[config.mk]
export PLATFORM = sky130hd
export DESIGN_NAME = fwd_ctrl
export DESIGN_NICKNAME = d
export VERILOG_FILES = /design/src/rtl/fwd_ctrl.sv
export SDC_FILE = /design/constraint.sdc
export NUM_CORES = 1
export LEC_CHECK = 0
export BUFFER_PORTS_ARGS = -buffer_cell sky130_fd_sc_hd__buf_4
export CAP_MARGIN = 40
export CORE_MARGIN = 1.5
export CORE_UTILIZATION = 49
export CTS_BUF_LIST = sky130_fd_sc_hd__clkbuf_4 sky130_fd_sc_hd__clkbuf_8
export DETAILED_ROUTE_END_ITERATION = 16
export PLACE_DENSITY = 0.85
export SYNTH_ARGS = -nofsm -noshare
export SYNTH_HDL_FRONTEND = slang
export SYNTH_SLANG_ARGS = --single-unit
[constraint.sdc]
create_clock -name clk -period 1.86 [get_ports clk]
set_clock_uncertainty 0.1 [all_clocks]
set_input_delay 0.093 -clock clk [delete_from_list [all_inputs] [get_ports clk]]
set_output_delay 0.093 -clock clk [all_outputs]
set_load 0.02 [all_outputs]
[src/rtl/fwd_ctrl.sv]
// fwd_ctrl: EX operand forwarding selects and load-use stall for the 5-stage MIPS pipeline.
// Optional feature macro FWD_POSTWB_EN: forward from the post-WB hold register (select code 11).
module fwd_ctrl #(
  parameter int REG_W    = 5,
  parameter int ZERO_REG = 0
) (
  input  logic             clk,
  input  logic             rst_n,
  input  logic             id_valid,
  input  logic [REG_W-1:0] id_rs,
  input  logic [REG_W-1:0] id_rt,
  input  logic             id_use_rs,
  input  logic             id_use_rt,
  input  logic             id_wr_en,
  input  logic [REG_W-1:0] id_wr_reg,
  input  logic             id_is_load,
  input  logic             flush,
  output logic [1:0]       fa_sel,
  output logic [1:0]       fb_sel,
  output logic             stall,
  output logic             ex_bubble
);

  localparam logic [REG_W-1:0] ZERO_IDX = REG_W'(ZERO_REG);

  // Stage records: _p0 = ID/EX (E), _p1 = EX/MEM (M), _p2 = MEM/WB (W).
  // Beyond W the regfile already holds the value, so no later record is needed.
  logic             vld_p0;
  logic             wr_en_p0;
  logic             is_load_p0;
  logic [REG_W-1:0] wr_reg_p0;
  logic             prod_p0;
  logic             prod_p1;
  logic [REG_W-1:0] wr_reg_p1;

  logic rs_hit_e, rs_hit_m, rs_hit_w;
  logic rt_hit_e, rt_hit_m, rt_hit_w;
  logic issue;
  logic [1:0] fa_code, fb_code;

  function automatic logic [1:0] sel_code(input logic used, input logic hit_e,
                                          input logic hit_m, input logic hit_w);
    logic [1:0] code;
    code = 2'b00;
    if (used) begin
      if (hit_e)      code = 2'b01;
      else if (hit_m) code = 2'b10;
      else if (hit_w) code = 2'b11;
    end
    return code;
  endfunction

  assign prod_p0  = vld_p0 & wr_en_p0 & (wr_reg_p0 != ZERO_IDX);
  assign rs_hit_e = prod_p0 & (id_rs == wr_reg_p0);
  assign rt_hit_e = prod_p0 & (id_rt == wr_reg_p0);
  assign rs_hit_m = prod_p1 & (id_rs == wr_reg_p1);
  assign rt_hit_m = prod_p1 & (id_rt == wr_reg_p1);

`ifdef FWD_POSTWB_EN
  logic             prod_p2;
  logic [REG_W-1:0] wr_reg_p2;

  assign rs_hit_w = prod_p2 & (id_rs == wr_reg_p2);
  assign rt_hit_w = prod_p2 & (id_rt == wr_reg_p2);

  always_ff @(posedge clk) begin
    if (!rst_n) prod_p2 <= 1'b0;
    else        prod_p2 <= prod_p1;
  end

  always_ff @(posedge clk) begin
    wr_reg_p2 <= wr_reg_p1;
  end
`else
  // Without the hold register the regfile writes through, so a W match reads the regfile.
  assign rs_hit_w = 1'b0;
  assign rt_hit_w = 1'b0;
`endif

  // A load in EX cannot feed the very next instruction; flush suppresses the stall.
  assign stall   = id_valid & ~flush & is_load_p0 &
                   ((id_use_rs & rs_hit_e) | (id_use_rt & rt_hit_e));
  assign issue   = id_valid & ~flush & ~stall;
  assign fa_code = sel_code(id_use_rs, rs_hit_e, rs_hit_m, rs_hit_w);
  assign fb_code = sel_code(id_use_rt, rt_hit_e, rt_hit_m, rt_hit_w);

  // ID -> EX boundary (control), EX -> MEM record advance
  always_ff @(posedge clk) begin
    if (!rst_n) begin
      vld_p0    <= 1'b0;
      prod_p1   <= 1'b0;
      fa_sel    <= 2'b00;
      fb_sel    <= 2'b00;
      ex_bubble <= 1'b0;
    end else begin
      vld_p0    <= issue;
      prod_p1   <= prod_p0;
      fa_sel    <= issue ? fa_code : 2'b00;
      fb_sel    <= issue ? fb_code : 2'b00;
      ex_bubble <= stall | flush;
    end
  end

  // Record payloads; only meaningful while the matching valid/producer bit is set
  always_ff @(posedge clk) begin
    wr_en_p0   <= id_wr_en;
    wr_reg_p0  <= id_wr_reg;
    is_load_p0 <= id_is_load;
    wr_reg_p1  <= wr_reg_p0;
  end

endmodule

Word level (Yosys, flattened, before mapping):

Index checks and enable logic that the tools add are counted.

* bitwise gates (word level): 20
* div/mod/pow operators: 0
* reductions and logical operators: 5
* add/subtract/negate cells: 0
* multipliers: 0
* eq/ne operators: 4
* order comparisons: 0
* mux-type cells: 4
* shift operators: 0

Operators with widths (number)
* 5-bit == test: 4
* 1-bit bitwise AND: 12
* 4-bit OR reduction: 2
* 1-bit NOT: 6
* 3-bit AND reduction: 2
* 5-bit nonzero test: 1
* 2-bit two-way mux: 2
* 1-bit two-way mux: 2
* 1-bit bitwise OR: 2

* memories kept: 0
* output and inout port bits: 6
* bits in registers: 19
* word-level logic and storage cells: 44
* input bits: 23
* ROM bits: 0
* bits in latches: 0
* memory bits (writable): 0

Depth between registers and ports, before layout:

* depth in word-level cells: 10
* gate-level depth with buffers: 5
* gate-level depth less buffers: 5

Worst setup path after synthesis:

Ideal clock, no wire load.

* kind: register to output
* from: register wr_reg_p0[2]
* to: output port stall
* setup slack: -0.072 ns
* required time: 1.667 ns
* arrival time: 1.739 ns
* buffers on the path: 0
* cell stages (with the launch flop): 6
* path through: dfxtp_1 xnor2_1 o211ai_2 nor4_2 o21ai_1 nor3b_1

* cells in the longest elaborated chain, start to end: 6
* elaborated cells on any way between the ends: 10
* classes of those cells: 2 x eq/ne; 7 x bitwise; 1 x reduce/logical

Ends and longest elaborated chain
* start: declaration: RTL line 31 `logic [REG_W-1:0] wr_reg_p0;`
* start signal: assignment: RTL line 107 `wr_reg_p0 <= id_wr_reg;`
* 5-bit nonzero test: RTL line 53 `assign prod_p0 = vld_p0 & wr_en_p0 & (wr_reg_p0 != ZERO_IDX);`
* 1-bit bitwise AND: RTL line 53
* 1-bit bitwise AND, on equally long branches: RTL line 54, 55
* 1-bit bitwise AND: RTL line 82 `((id_use_rs & rs_hit_e) | (id_use_rt & rt_hit_e));`
* 1-bit bitwise OR (*): RTL line 82
* 1-bit bitwise AND (*): RTL line 81 `assign stall = id_valid & ~flush & is_load_p0 &`
* end: declaration: RTL line 20 `output logic stall,`

Every way passes the cells marked *; elsewhere a longest branch is shown, timed or not.

Worst setup path after layout:

* from: register wr_reg_p0[4]
* to: output port stall

Same word-level chain as after synthesis.

==> metrics.txt <==
# TYPE chip_impl_metric gauge
chip_impl_metric{name="drive_gt1_share",unit="%"} 41.7
chip_impl_metric{name="worst-endpoint-required",unit="ns"} 1.67
chip_impl_info{name="setup_repair_after_global_routing_missed_its_margin",value="yes"} 1
chip_impl_metric{name="final_number_of_max_transition_violations",unit=""} 0
chip_impl_info{name="crit_path_end_kind",value="output pin"} 1
chip_impl_info{name="grt-busiest-layer",value="met2"} 1
chip_impl_metric{name="initial_core_util",unit="%"} 51.7
chip_impl_metric{name="crit_arrival",unit="ns"} 1.95
chip_impl_metric{name="synth_seq_cells",unit=""} 19
chip_impl_metric{name="layout_worst_path_cycle_share",unit="%"} 115
chip_impl_metric{name="antennaDiodeCount",unit=""} 0
chip_impl_metric{name="edff_count_synth",unit=""} 0
chip_impl_metric{name="drc_errors",unit=""} 0
chip_impl_metric{name="placed_cell_area",unit="sq mm"} 0.00101
chip_impl_metric{name="drv.max_cap_violation_count",unit=""} 0
chip_impl_metric{name="gp_routability_congestion",unit=""} 0.819
chip_impl_metric{name="route.final.wire_length",unit="microns"} 2200
chip_impl_metric{name="globalRouteOverflowTotal",unit=""} 0
chip_impl_info{name="failed_checks",value="negative setup slack"} 1
chip_impl_metric{name="pwr-share-clk",unit="%"} 27.2
chip_impl_metric{name="share_comb_of_total_power",unit="%"} 19.0
chip_impl_metric{name="p_leak",unit="uW"} 0.000519
chip_impl_metric{name="dr_vias",unit=""} 764
chip_impl_metric{name="final_hold_viol_count",unit=""} 0
chip_impl_metric{name="grt_max_degree",unit=""} 11
chip_impl_metric{name="async_reset_ff_share",unit="%"} 0
chip_impl_metric{name="area_growth_syn_to_layout",unit="%"} 62.8
chip_impl_metric{name="pwr_density_cell",unit="mW/mm^2"} 662
chip_impl_info{name="critPathLaunchType",value="register"} 1
chip_impl_metric{name="port-buffer-count",unit=""} 28
chip_impl_metric{name="synthCells",unit=""} 68
chip_impl_metric{name="part_of_the_power_in_registers",unit="%"} 53.8
chip_impl_metric{name="dr.pass1.iters",unit=""} 4
chip_impl_info{name="synthFlopType",value="dfxtp_1"} 1
chip_impl_metric{name="sw_frac_of_total",unit="%"} 26.3
chip_impl_metric{name="final-setup-viol-count",unit=""} 1
chip_impl_metric{name="post-route-cell-area",unit="sq mm"} 0.00125
chip_impl_metric{name="die_y",unit="microns"} 42.6
chip_impl_metric{name="fmaxAchievable",unit="MHz"} 466
chip_impl_info{name="run_status",value="finished, violations left"} 1
chip_impl_metric{name="clock_sinks",unit=""} 19
chip_impl_metric{name="number_of_placed_i_o_pins",unit=""} 29
chip_impl_info{name="min_path_type",value="in -> reg"} 1
chip_impl_metric{name="syn_area",unit="sq um"} 769
chip_impl_info{name="clockRootBuffer",value="clkbuf_4"} 1
chip_impl_metric{name="grt_use_met2",unit="%"} 46.4
chip_impl_metric{name="floorplan.core_area",unit="sq mm"} 0.00149
chip_impl_metric{name="p_sw",unit="uW"} 218
chip_impl_info{name="tritoncts",value="yes"} 1
chip_impl_metric{name="nFillCells",unit=""} 71
chip_impl_metric{name="grt.met3_usage",unit="%"} 8.19
chip_impl_metric{name="worstPathMaxFanout",unit=""} 4
chip_impl_metric{name="chipWidth",unit="microns"} 42.6
chip_impl_metric{name="die_area",unit="sq mm"} 0.00182
chip_impl_metric{name="clkLatencyLatePin",unit="ns"} 0.30
chip_impl_metric{name="dr.first_iter.drc_count",unit=""} 43
chip_impl_metric{name="routed_via_density",unit=""} 5.83
chip_impl_metric{name="grt_first_pass_wirelength",unit="microns"} 3370
chip_impl_metric{name="post_drt_wl_per_cell",unit="microns"} 16.8
chip_impl_metric{name="clk_path_buf_depth",unit=""} 2
chip_impl_metric{name="period_needed",unit="ns"} 2.15
chip_impl_metric{name="ir_drop",unit="mV"} 0.535
chip_impl_metric{name="track_usage",unit="%"} 26.4
chip_impl_metric{name="ys_types",unit=""} 19
chip_impl_metric{name="row_count",unit=""} 14
chip_impl_metric{name="final_nets",unit=""} 139
chip_impl_metric{name="antenna_found_initial",unit=""} 0
chip_impl_metric{name="path_clk_slew",unit="ns"} 0.10
chip_impl_metric{name="synth_warnings",unit=""} 0
chip_impl_metric{name="grt.met1_usage",unit="%"} 27.1
chip_impl_metric{name="postSynthAreaPerCell",unit="sq um"} 11.3
chip_impl_info{name="crit_type",value="reg -> out"} 1
chip_impl_metric{name="dp_hpwl",unit="microns"} 1320
chip_impl_metric{name="fin_ws",unit="ns"} -0.286
chip_impl_metric{name="worst-slew-pin-transition",unit="ns"} 0.384
chip_impl_metric{name="ant_nets_after_route",unit=""} 0
chip_impl_metric{name="max-slew-margin-rel",unit="%"} 74.3
chip_impl_metric{name="cell_internal_power_dissipation",unit="uW"} 611
chip_impl_metric{name="htreeDepth",unit=""} 1
chip_impl_metric{name="fraction_of_the_yosys_area_taken_by_sequential_cells",unit="%"} 49.4
chip_impl_metric{name="number_of_nets_in_the_synthesized_netlist",unit=""} 91
chip_impl_metric{name="cts_buffers",unit=""} 3
chip_impl_metric{name="grt_pass1_vias",unit=""} 745
chip_impl_metric{name="post_route_setup_tns",unit="ns"} -0.286
## state kept, by name, indices dropped and copies added, names as in the netlist
| signal | flops |
|---|---|
| wr_reg_p1 | 5 |
| fb_sel | 2 |
| wr_en_p0 | 1 |
| vld_p0 | 1 |
| wr_reg_p0 | 5 |
| prod_p1 | 1 |
| fa_sel | 2 |
| is_load_p0 | 1 |
| ex_bubble | 1 |
## synth_stat cells, types with 2 or more instances
library cell,count,area [sq um]
nor3b_1,3,22.5
a211oi_1,2,15.0
o211ai_2,2,25.0
nand4_1,4,25.0
nand3_1,2,10.0
nand2_1,2,7.51
dfxtp_1,19,380
nor4_2,2,25.0
xor2_1,12,105
xnor2_1,8,70.1
nor4_1,4,25.0
## cell type report
class | count | area (sq um) | share of cell area (%)
multi-input cells | 48 | 459 | 36.7
flip-flops and latches | 19 | 384 | 30.7
repair buffers | 43 | 355 | 28.4
clock buffers | 4 | 30.0 | 2.40
well taps | 16 | 20.0 | 1.60
inverters | 1 | 3.75 | 0.300
## cell usage in the layout (no fill, tap or decap)
cell type and n:
xor2_1 12, nor2_1 1, nand3b_1 1, or4_4 1, o21ai_2 1, and2b_1 1, clkbuf_4 4, dfxtp_2 3
nand2_1 2, nand4_1 4, xnor2_1 4, nor3b_2 1, buf_4 30, xnor2_2 4, nor4_4 2, inv_1 1
nand3_1 2, a211oi_1 2, nor3b_1 2, o211ai_4 2, o2111ai_1 1, nor4_1 4, dlygate4sd3_1 13, dfxtp_1 16
o2111a_1 1
## stage by stage
stage / util (%) / cells / total power, uW / worst slack (ns) / hold WS [ns]
after floorplan: - / 68 / 498 / 0.102 / 0.0207
after global placement: 68.0 / 113 / 556 / 0.0554 / 0.0982
after detailed placement: 68.0 / 113 / 559 / 0.0150 / 0.0984
after CTS: 82.5 / 130 / 815 / -0.233 / 0.0528
after global routing: 84.1 / 131 / 860 / -0.353 / 0.0635
final: 84.1 / 131 / 829 / -0.286 / 0.0642
## routing by layer
layer | routed length [microns] | vias to the layer above
li1 | - | 343
met1 | 798 | 348
met2 | 1120 | 58
met3 | 177 | 15
met4 | 107 | 0
met5 | 0 | -
## cell families (layout without fill, tap and decap cells)
logic type | Yosys count | after routing | share of synthesized area, %
and+or+nand+nor | 21 | 21 | 18.9
xor gates and xnor gates | 20 | 20 | 22.8
DFF | 19 | 19 | 49.4
AOI/OAI and AO/OA | 7 | 7 | 8.45
buffers and inverters | 1 | 48 | 0.487
## power by group through the flow
stage                     clock [uW]  combinational [uW]  sequential [uW]
final                            226                 157              446
after global routing             248                 165              447
after CTS                        225                 147              443
after detailed placement           0                 109              450
after global placement             0                 107              449
after floorplan                    0                49.8              448
## timing repair
item | CTS | global route
pin swaps | 0 | 1
hold buffers | 13 | 0
endpoints found under the setup margin | 1 | 1
setup buffers | 0 | 1
gates resized for setup | 9 | 3
hold endpoints to repair | 11 | 0
cloned | 0 | 0
## worst max-delay path, stage by stage (launching register included)
cell	delay, ns
dfxtp_2	0.36
or4_4	0.57
o211ai_4	0.23
nor4_4	0.10
o21ai_2	0.18
nor3b_2	0.06
buf_4	0.15
## path summary, 6_finish.rpt
path | from | slack [ns] | endpoint | depth (start not counted)
worst max-delay path | wr_reg_p0[4] | -0.29 | stall | 6
worst min-delay path | id_rs[2] | 0.06 | fa_sel[1] | 4
worst max register to register | wr_reg_p0[4] | 0.03 | vld_p0 | 6
worst min register to register | wr_reg_p0[4] | 0.31 | wr_reg_p1[4] | 0
No activity file was read; power rests on OpenSTA's default activity.
